===== config.mk =====
export PLATFORM = sky130hd
export DESIGN_NAME = dmem_access_ctrl
export DESIGN_NICKNAME = d
export VERILOG_FILES = /design/src/rtl/dmem_ctrl_pkg.sv /design/src/rtl/dmem_arb2.sv /design/src/rtl/dmem_access_ctrl.sv
export SDC_FILE = /design/constraint.sdc
export NUM_CORES = 1
export LEC_CHECK = 0
export CORE_MARGIN = 2
export CORE_UTILIZATION = 45
export DETAILED_ROUTE_END_ITERATION = 8
export HOLD_SLACK_MARGIN = 0.15
export PLACE_DENSITY = 0.95
export RECOVER_POWER = 100
export SYNTH_ARGS = -nofsm -noshare
export SYNTH_HDL_FRONTEND = slang
export SYNTH_SLANG_ARGS = --single-unit

===== constraint.sdc =====
create_clock -name clk -period 3.8 [get_ports clk]
set_input_delay 0.38 -clock clk [delete_from_list [all_inputs] [get_ports clk]]
set_output_delay 0.38 -clock clk [all_outputs]
set_load 0.03 [all_outputs]

===== src/rtl/dmem_ctrl_pkg.sv =====
// Shared types and constants for the data-memory access controller.
package dmem_ctrl_pkg;

  typedef enum logic [1:0] {
    IDLE  = 2'd0,
    WRITE = 2'd1,
    READ  = 2'd2,
    DONE  = 2'd3
  } state_e;

  localparam logic P_CPU = 1'b0;
  localparam logic P_DBG = 1'b1;

  localparam int WORD_BYTES = 4;

endpackage


===== src/rtl/dmem_arb2.sv =====
// Two-way request arbiter for the data-memory controller.
// Build option DMEM_ARB_ROUND_ROBIN_EN: alternate grants on contention instead of fixed port-0 priority.
module dmem_arb2 (
  input  logic clk,
  input  logic rst_n,
  input  logic req0,
  input  logic req1,
  input  logic accept,
  output logic gnt_valid,
  output logic gnt
);
  import dmem_ctrl_pkg::*;

  assign gnt_valid = req0 | req1;

`ifdef DMEM_ARB_ROUND_ROBIN_EN
  logic last;

  // Pointer starts at the debug port so the first contended grant goes to the CPU.
  always_ff @(posedge clk or negedge rst_n) begin
    if (!rst_n) begin
      last <= P_DBG;
    end else if (accept) begin
      last <= gnt;
    end
  end

  always_comb begin
    gnt = P_CPU;
    if (req0 && req1) begin
      gnt = ~last;
    end else if (req1) begin
      gnt = P_DBG;
    end
  end
`else
  logic unused_arb;

  assign gnt         = req0 ? P_CPU : (req1 ? P_DBG : P_CPU);
  assign unused_arb  = ^{clk, rst_n, accept};
`endif

endmodule


===== src/rtl/dmem_access_ctrl.sv =====
// Serialising two-port front end for the word-access data memory; one access in flight at a time.
// Build option DMEM_ARB_ROUND_ROBIN_EN selects round-robin arbitration in dmem_arb2.
module dmem_access_ctrl #(
  parameter int ADDR_W    = 32,
  parameter int DATA_W    = 32,
  parameter int MEM_BYTES = 1024,
  parameter int READ_WAIT = 1
) (
  input  logic              clk,
  input  logic              rst_n,
  input  logic              req0,
  input  logic              we0,
  input  logic [ADDR_W-1:0] addr0,
  input  logic [DATA_W-1:0] wdata0,
  input  logic              req1,
  input  logic              we1,
  input  logic [ADDR_W-1:0] addr1,
  input  logic [DATA_W-1:0] wdata1,
  output logic              ack0,
  output logic              err0,
  output logic [DATA_W-1:0] rdata0,
  output logic              ack1,
  output logic              err1,
  output logic [DATA_W-1:0] rdata1,
  output logic              cpu_stall,
  output logic [ADDR_W-1:0] mem_addr,
  output logic [DATA_W-1:0] mem_wdata,
  output logic              mem_we,
  output logic              mem_re,
  input  logic [DATA_W-1:0] mem_rdata
);
  import dmem_ctrl_pkg::*;

  // Compared in full ADDR_W width so addresses near the top of the space cannot wrap into range.
  localparam logic [ADDR_W-1:0] LAST_WORD = ADDR_W'(MEM_BYTES - WORD_BYTES);

  state_e            state;
  logic              owner;
  logic [3:0]        wait_cnt;
  logic              gnt;
  logic              gnt_valid;
  logic              accept;
  logic              sel_we;
  logic              sel_bad;
  logic [ADDR_W-1:0] sel_addr;
  logic [DATA_W-1:0] sel_wdata;

  dmem_arb2 u_arb (
    .clk       (clk),
    .rst_n     (rst_n),
    .req0      (req0),
    .req1      (req1),
    .accept    (accept),
    .gnt_valid (gnt_valid),
    .gnt       (gnt)
  );

  assign accept = (state == IDLE) && gnt_valid;

  always_comb begin
    sel_we    = (gnt == P_DBG) ? we1    : we0;
    sel_addr  = (gnt == P_DBG) ? addr1  : addr0;
    sel_wdata = (gnt == P_DBG) ? wdata1 : wdata0;
    sel_bad   = (sel_addr[1:0] != 2'b00) || (sel_addr > LAST_WORD);
  end

  // Gated by rst_n so the stall also drops the moment reset is applied.
  assign cpu_stall = rst_n & req0 & ~ack0;

  // The wait counter runs READ_WAIT..0: the memory's output delay plus the capture cycle.
  always_ff @(posedge clk or negedge rst_n) begin
    if (!rst_n) begin
      state     <= IDLE;
      owner     <= P_CPU;
      wait_cnt  <= '0;
      ack0      <= 1'b0;
      ack1      <= 1'b0;
      err0      <= 1'b0;
      err1      <= 1'b0;
      rdata0    <= '0;
      rdata1    <= '0;
      mem_addr  <= '0;
      mem_wdata <= '0;
      mem_we    <= 1'b0;
      mem_re    <= 1'b0;
    end else begin
      case (state)
        IDLE: begin
          if (gnt_valid) begin
            owner <= gnt;
            if (sel_bad) begin
              state <= DONE;
              if (gnt == P_DBG) begin
                ack1 <= 1'b1;
                err1 <= 1'b1;
              end else begin
                ack0 <= 1'b1;
                err0 <= 1'b1;
              end
            end else if (sel_we) begin
              state     <= WRITE;
              mem_we    <= 1'b1;
              mem_addr  <= sel_addr;
              mem_wdata <= sel_wdata;
            end else begin
              state    <= READ;
              mem_re   <= 1'b1;
              mem_addr <= sel_addr;
              wait_cnt <= 4'(READ_WAIT);
            end
          end
        end
        WRITE: begin
          state     <= DONE;
          mem_we    <= 1'b0;
          mem_addr  <= '0;
          mem_wdata <= '0;
          if (owner == P_DBG) begin
            ack1 <= 1'b1;
          end else begin
            ack0 <= 1'b1;
          end
        end
        READ: begin
          if (wait_cnt == 4'd0) begin
            state    <= DONE;
            mem_re   <= 1'b0;
            mem_addr <= '0;
            if (owner == P_DBG) begin
              rdata1 <= mem_rdata;
              ack1   <= 1'b1;
            end else begin
              rdata0 <= mem_rdata;
              ack0   <= 1'b1;
            end
          end else begin
            wait_cnt <= wait_cnt - 4'd1;
          end
        end
        DONE: begin
          state <= IDLE;
          ack0  <= 1'b0;
          ack1  <= 1'b0;
          err0  <= 1'b0;
          err1  <= 1'b0;
        end
        default: begin
          state <= IDLE;
        end
      endcase
    end
  end

endmodule

======== Yosys cells after proc, flatten, opt, wreduce, memory -nomap -nowiden ========
Index checks and enable logic that the tools add are counted.
operators by class
  eq/ne operators ......................... 12
  add/sub/neg operators ................... 1
  reductions and logical operators ........ 20
  $lt $le $gt $ge ......................... 1
  muxes and demuxes ....................... 46
  bitwise logic cells ..................... 5
operators with widths
  cell                                                  number
  two-way mux 32 bit                                    8
  case mux 32 bit (3 select lines)                      1
  case mux 32 bit (2 select lines)                      1
  > comparator 32 x 10 -> 1 bit, second input constant  1
  AND reduction 4 bit                                   6
  two-way mux 1 bit                                     20
  != test 2 bit, second input constant                  9
  two-way mux 4 bit                                     4
  AND reduction 5 bit                                   2
  two-way mux 2 bit                                     4
  case mux 1 bit (2 select lines)                       4
  case mux 1 bit (4 select lines)                       2
  case mux 2 bit (4 select lines)                       1
  case mux 4 bit (2 select lines)                       1
  nonzero test 2 bit                                    4
  AND reduction 3 bit                                   2
  == test 2 bit, second input constant                  2
  logical NOT 4 bit                                     1
  AND reduction 2 bit                                   2
  subtractor 4 x 1 -> 4 bit, second input constant      1
  nonzero test 3 bit                                    1
  bitwise AND 1 bit                                     2
  == test 2 x 1 -> 1 bit, second input constant         1
  logical NOT 2 bit                                     1
  3 further kinds                                       4
word-level totals
  bits of input ports ..................... 166
  output and inout bits ................... 135
  register bits ........................... 141
  logic and storage cells ................. 98

======== Longest topological paths before layout ========
  depth after elaboration ................. 8
  mapped depth ............................ 8
  gate-level depth less buffers ........... 7

======== Cells and area by module ========
Synthesis repeated with hierarchy kept, for this count alone.
second synthesis, totals
  cell total of the unflattened synthesis .. 546
  area total of the unflattened synthesis .. 6,755.2 um^2
modules (own cells, without submodules)
  module            instances  area each (um^2)  sequential area each (um^2)  cells an instance
  dmem_access_ctrl  1          6,742.7           3,528.4                      544
  dmem_arb2         1          12.5              0.0                          2

======== Least setup slack after synthesis ========
OpenSTA, ideal clock, no wires.
  kind .................................... input-to-reg
  start point ............................. input addr1[13]
  end point ............................... register mem_wdata[21]
  path buffers ............................ 2
  setup slack ............................. 1,703 ps
  stages .................................. 7
  arrival ................................. 2,017 ps
  library setup time ...................... 80 ps
  required time ........................... 3,720 ps
  path through ............................ nor4_2 > nand4_1 > or3_1 > buf_6 > a2111o_1 > buf_6 > o22ai_2
on the way
  cells in the longest elaborated chain, start to end .. 5
RTL lines
  element                        RTL line                 source
  from (decl)                    dmem_access_ctrl.sv:17   input logic [ADDR_W-1:0] addr1,
  two-way mux 32 bit             dmem_access_ctrl.sv:62   sel_addr = (gnt == P_DBG) ? addr1 : addr0;
  > comparator 32 x 10 -> 1 bit  dmem_access_ctrl.sv:64   sel_bad = (sel_addr[1:0] != 2'b00) || (sel_addr > LAST_WORD);
  logical OR 1 bit               dmem_access_ctrl.sv:64
  != test 2 bit (no line)        -
  AND reduction 4 bit (no line)  -
  to (signal assigned)           dmem_access_ctrl.sv:104  mem_wdata <= sel_wdata;
  to (decl)                      dmem_access_ctrl.sv:27   output logic [DATA_W-1:0] mem_wdata,
Every way passes these cells.
A chain may end at the register's enable or synchronous reset.

======== Worst setup path after layout ========
  start point ............................. input req0
  end point ............................... register mem_wdata[3]
on the way
  cells in the longest elaborated chain, start to end .. 6
  elaborated cells on any way between the ends .. 16
  those cells by class .................... order compare: 1; eq/ne: 3; mux: 8; bitwise: 1; reduce/logical: 3
RTL lines
  element                                                                                   RTL line                                        source
  from (decl)                                                                               dmem_access_ctrl.sv:11                          input logic req0,
  two-way mux 1 bit                                                                         dmem_arb2.sv:39                                 assign gnt = req0 ? P_CPU : (req1 ? P_DBG : P_CPU);
  two-way mux 32 bit (on tied branches)                                                     dmem_access_ctrl.sv:62, dmem_access_ctrl.sv:63
  > comparator 32 x 10 -> 1 bit (tied with other cells)                                     dmem_access_ctrl.sv:64
  logical OR 1 bit / two-way mux 32 bit (equally long branches)                             dmem_access_ctrl.sv:64, dmem_access_ctrl.sv:91
  != test 2 bit (no line) / two-way mux 32 bit (equally long branches)                      -
  AND reduction 4 bit (no line) / case mux 32 bit (2 select lines) (equally long branches)  -
Several ways; a longest one is shown, not always the timed one. The select of a mux whose other input is x is not followed.

==> summary.md <==
| Metric | Value |
|---|---|
| Async set-or-reset flop fraction in the synthesized netlist | 100% |
| Lkg Pwr | around 0.0046 µW |
| Via density | between 5 and 6 |
| Final core occ | between 70 and 80% |
| Drt first pass iters | 4 |
| Critical path arrival | 3.29 ns |
| Std cell rows | 43 |
| Layout fillers | between 900 and 1000 |
| CP required | slightly above 4 ns |
| Hold Path Class | input pin to async pin |
| Syn_nets | approximately 660 |
| Max-cap violations | 1 |
| Layout cells sized above 1 | 14.8% |
| CP Launch Type | input pin |
| Input/output buffers | 300 |
| Hold WS | 0.419 ns |
| Detailed placement HPWL | roughly 14000 µm |
| CTS buffer count | 17 |
| Max_slew headroom | -22.2% |
| Clock skew | roughly 0.0058 ns |
| Die X | 123 µm |
| Syn avg cell area | around 13 µm² |
| Die height | approximately 120 µm |
| Failing checks | max-capacitance violations, max-slew violations |
| Top-Level Pins | roughly 300 |
| Global-route wire length before repair | ~29000 µm |
| Clk Latency, worst-skew pair | 0.41 ns |
| All-Layer GR Usage | between 20% and 30% |
| Final nets | around 960 |
| RSZ-0062 raised after global routing | no |
| Final setup viols | 0 |
| Outcome | complete, but fails checks |
| P&R area growth vs syn | 54.9% |
| Least-Margin Pin Slew | around 1.8 ns |
| Final ANT Viol Nets | 0 |
| Routability-driven placement congestion ratio | roughly 0.96 |
| Power Density | around 660 mW/mm² |
| Number of global-route vias before repair | 5506 |
| Largest net degree at the start of global routing | 77 |
| Final TNS setup | 0 ns |
| CTS clk-pin slew, worst paths | approximately 0.060 ns |
| Clock Sinks | roughly 140 |
| CTS tree | built |
| CTS root buf | clkbuf_16 |
| Routed WL per cell | slightly below 20 µm |
| Seq/Total Area, Yosys | a little under three fifths |
| CTS H-tree depth | 4 |
| Core area | approximately 0.014 mm² |
| Commonest non-fill, non-tap cell in the layout | clkdlybuf4s50_1 |
| Setup Fix Bufs, Post-CTS | 0 |
| Iter 0 DRT Violations | ~240 |
| Synthesized instance count | approximately 490 |
| Prevailing post-synth register cell | dfrtp_1 |
| Number of library cell types mapped by synthesis | 50 |
| Worst Setup Path Type | input pin to flip-flop |
| Count of flip-flops with a built-in enable after synthesis | 0 |
| Max clock buf depth | 2 |
| Placed instance area | between 0.009 and 0.01 mm² |
| Synth warn | 0 |
| Max IR drop VDD | around 590 µV |
| Slew Limit Fails | 77 |
| Final Cycle Share | between 70% and 80% |
| Fmax | 0.334 GHz |
| CP endpoint kind | flip-flop |
| Initial Utilization | 45.9% |
| Max FO, Critical Path | 33 |
| Die area | 0.0151 mm² |
| Yosys reg bits | between 100 and 150 |
| Min cycle time layout | between 2 and 3 ns |
| DR vias | between 5000 and 6000 |
| Final instance area | between 0.009 and 0.01 mm² |
| Most frequent cells in the layout | 163 x clkdlybuf4s50_1, 141 x dfrtp_1, 137 x dlygate4sd3_1 |
| Antenna violations before repair | 1 |
| Post-Syn Area | between 0.006 and 0.007 mm² |
| WL final | roughly 19000 µm |
| Final Hold Fails | 0 |
| DRC Markers | 0 |
| Grt total ovfl | 0 |
cells by family (layout without fill, tap and decap cells):
kind of cell | after synthesis | in the layout | share of synthesized area (%)
muxes | 109 | 109 | 18.5
other | 0 | 1 | 0
and+or+nand+nor | 123 | 123 | 9.84
AOI/OAI and AO/OA | 72 | 72 | 10.8
adders and majority gates | 6 | 6 | 1.18
buffers and inverters | 38 | 347 | 4.28
DFF | 141 | 141 | 55.4
registers in the layout, summed over array words and instances (netlist names):
name,flops
err0,1
err1,1
mem_we,1
wait_cnt,4
mem_re,1
rdata0,32
ack0,1
owner,1
state,2
rdata1,32
ack1,1
mem_wdata,32
mem_addr,32
Yosys cell counts (5+ instances only):
cell type | count | area (µm²)
mux2i_1 | 37 | 370
nand3_1 | 5 | 25.0
ha_1 | 6 | 75.1
mux2_2 | 68 | 766
dfrtp_1 | 141 | 3530
buf_2 | 5 | 25.0
buf_6 | 6 | 67.6
and2_1 | 25 | 156
inv_1 | 9 | 33.8
nor2_1 | 11 | 41.3
nand2_1 | 53 | 199
a21oi_1 | 14 | 70.1
o22ai_2 | 29 | 363
nor4_1 | 10 | 62.6
clkbuf_1 | 7 | 26.3
cell type report:
type	instances	area, µm²	area share (%)
well taps	180	225	2.28
repair buffers	306	3040	30.8
diodes	1	2.50	0.0254
inverters	9	33.8	0.342
flip-flops and latches	141	3530	35.7
clock inverters	9	108	1.09
multi-input cells	310	2430	24.6
clock buffers	23	508	5.15
routing by layer:
layer,up-vias,global-route usage [%],wire length (µm)
met3,39,6.69,1550
li1,2350,-,-
met2,233,45.2,9720
met4,0,10.0,534
met5,-,0,0
met1,2543,27.6,7080
power by group:
| part | internal (µW) | switching (µW) |
|---|---|---|
| Sequential | 1910 | 226 |
| Combinational | 1140 | 1600 |
| Clock | 1070 | 610 |
worst max-delay path, stage by stage:
cell	delay, ns
dlygate4sd3_1	0.72
nand2b_1	0.35
nand4_1	0.24
or2_0	0.42
a2111o_1	0.42
clkbuf_2	0.43
o22ai_1	0.34
final timing paths:
kind / start / end / slack (ns) / depth (start not counted)
max in group asynchronous: rst_n / rdata1[13] / 1.25 / 3
max reg2reg: state[1] / mem_addr[8] / 0.81 / 5
min: rst_n / mem_wdata[17] / 0.42 / 2
max: req0 / mem_wdata[3] / 0.81 / 7
min in group clk: mem_addr[20] / mem_addr[20] / 0.48 / 1
min reg2reg: mem_addr[20] / mem_addr[20] / 0.48 / 1
per-stage QoR:
step | std cells | total power, µW | setup slack [ns]
2_1_floorplan | 489 | 3830 | 1.70
3_3_place_gp | 945 | 4930 | 0.739
3_5_place_dp | 945 | 5050 | 0.665
4_1_cts | 978 | 6770 | 0.844
5_1_grt | 978 | 6880 | 0.583
6_report | 979 | 6560 | 0.807
what timing repair did:
action,CTS,global route
hold buffers,1,0
resized for setup,0,0
hold endpoints to repair,5,0
(Power assumes the default switching activity.)
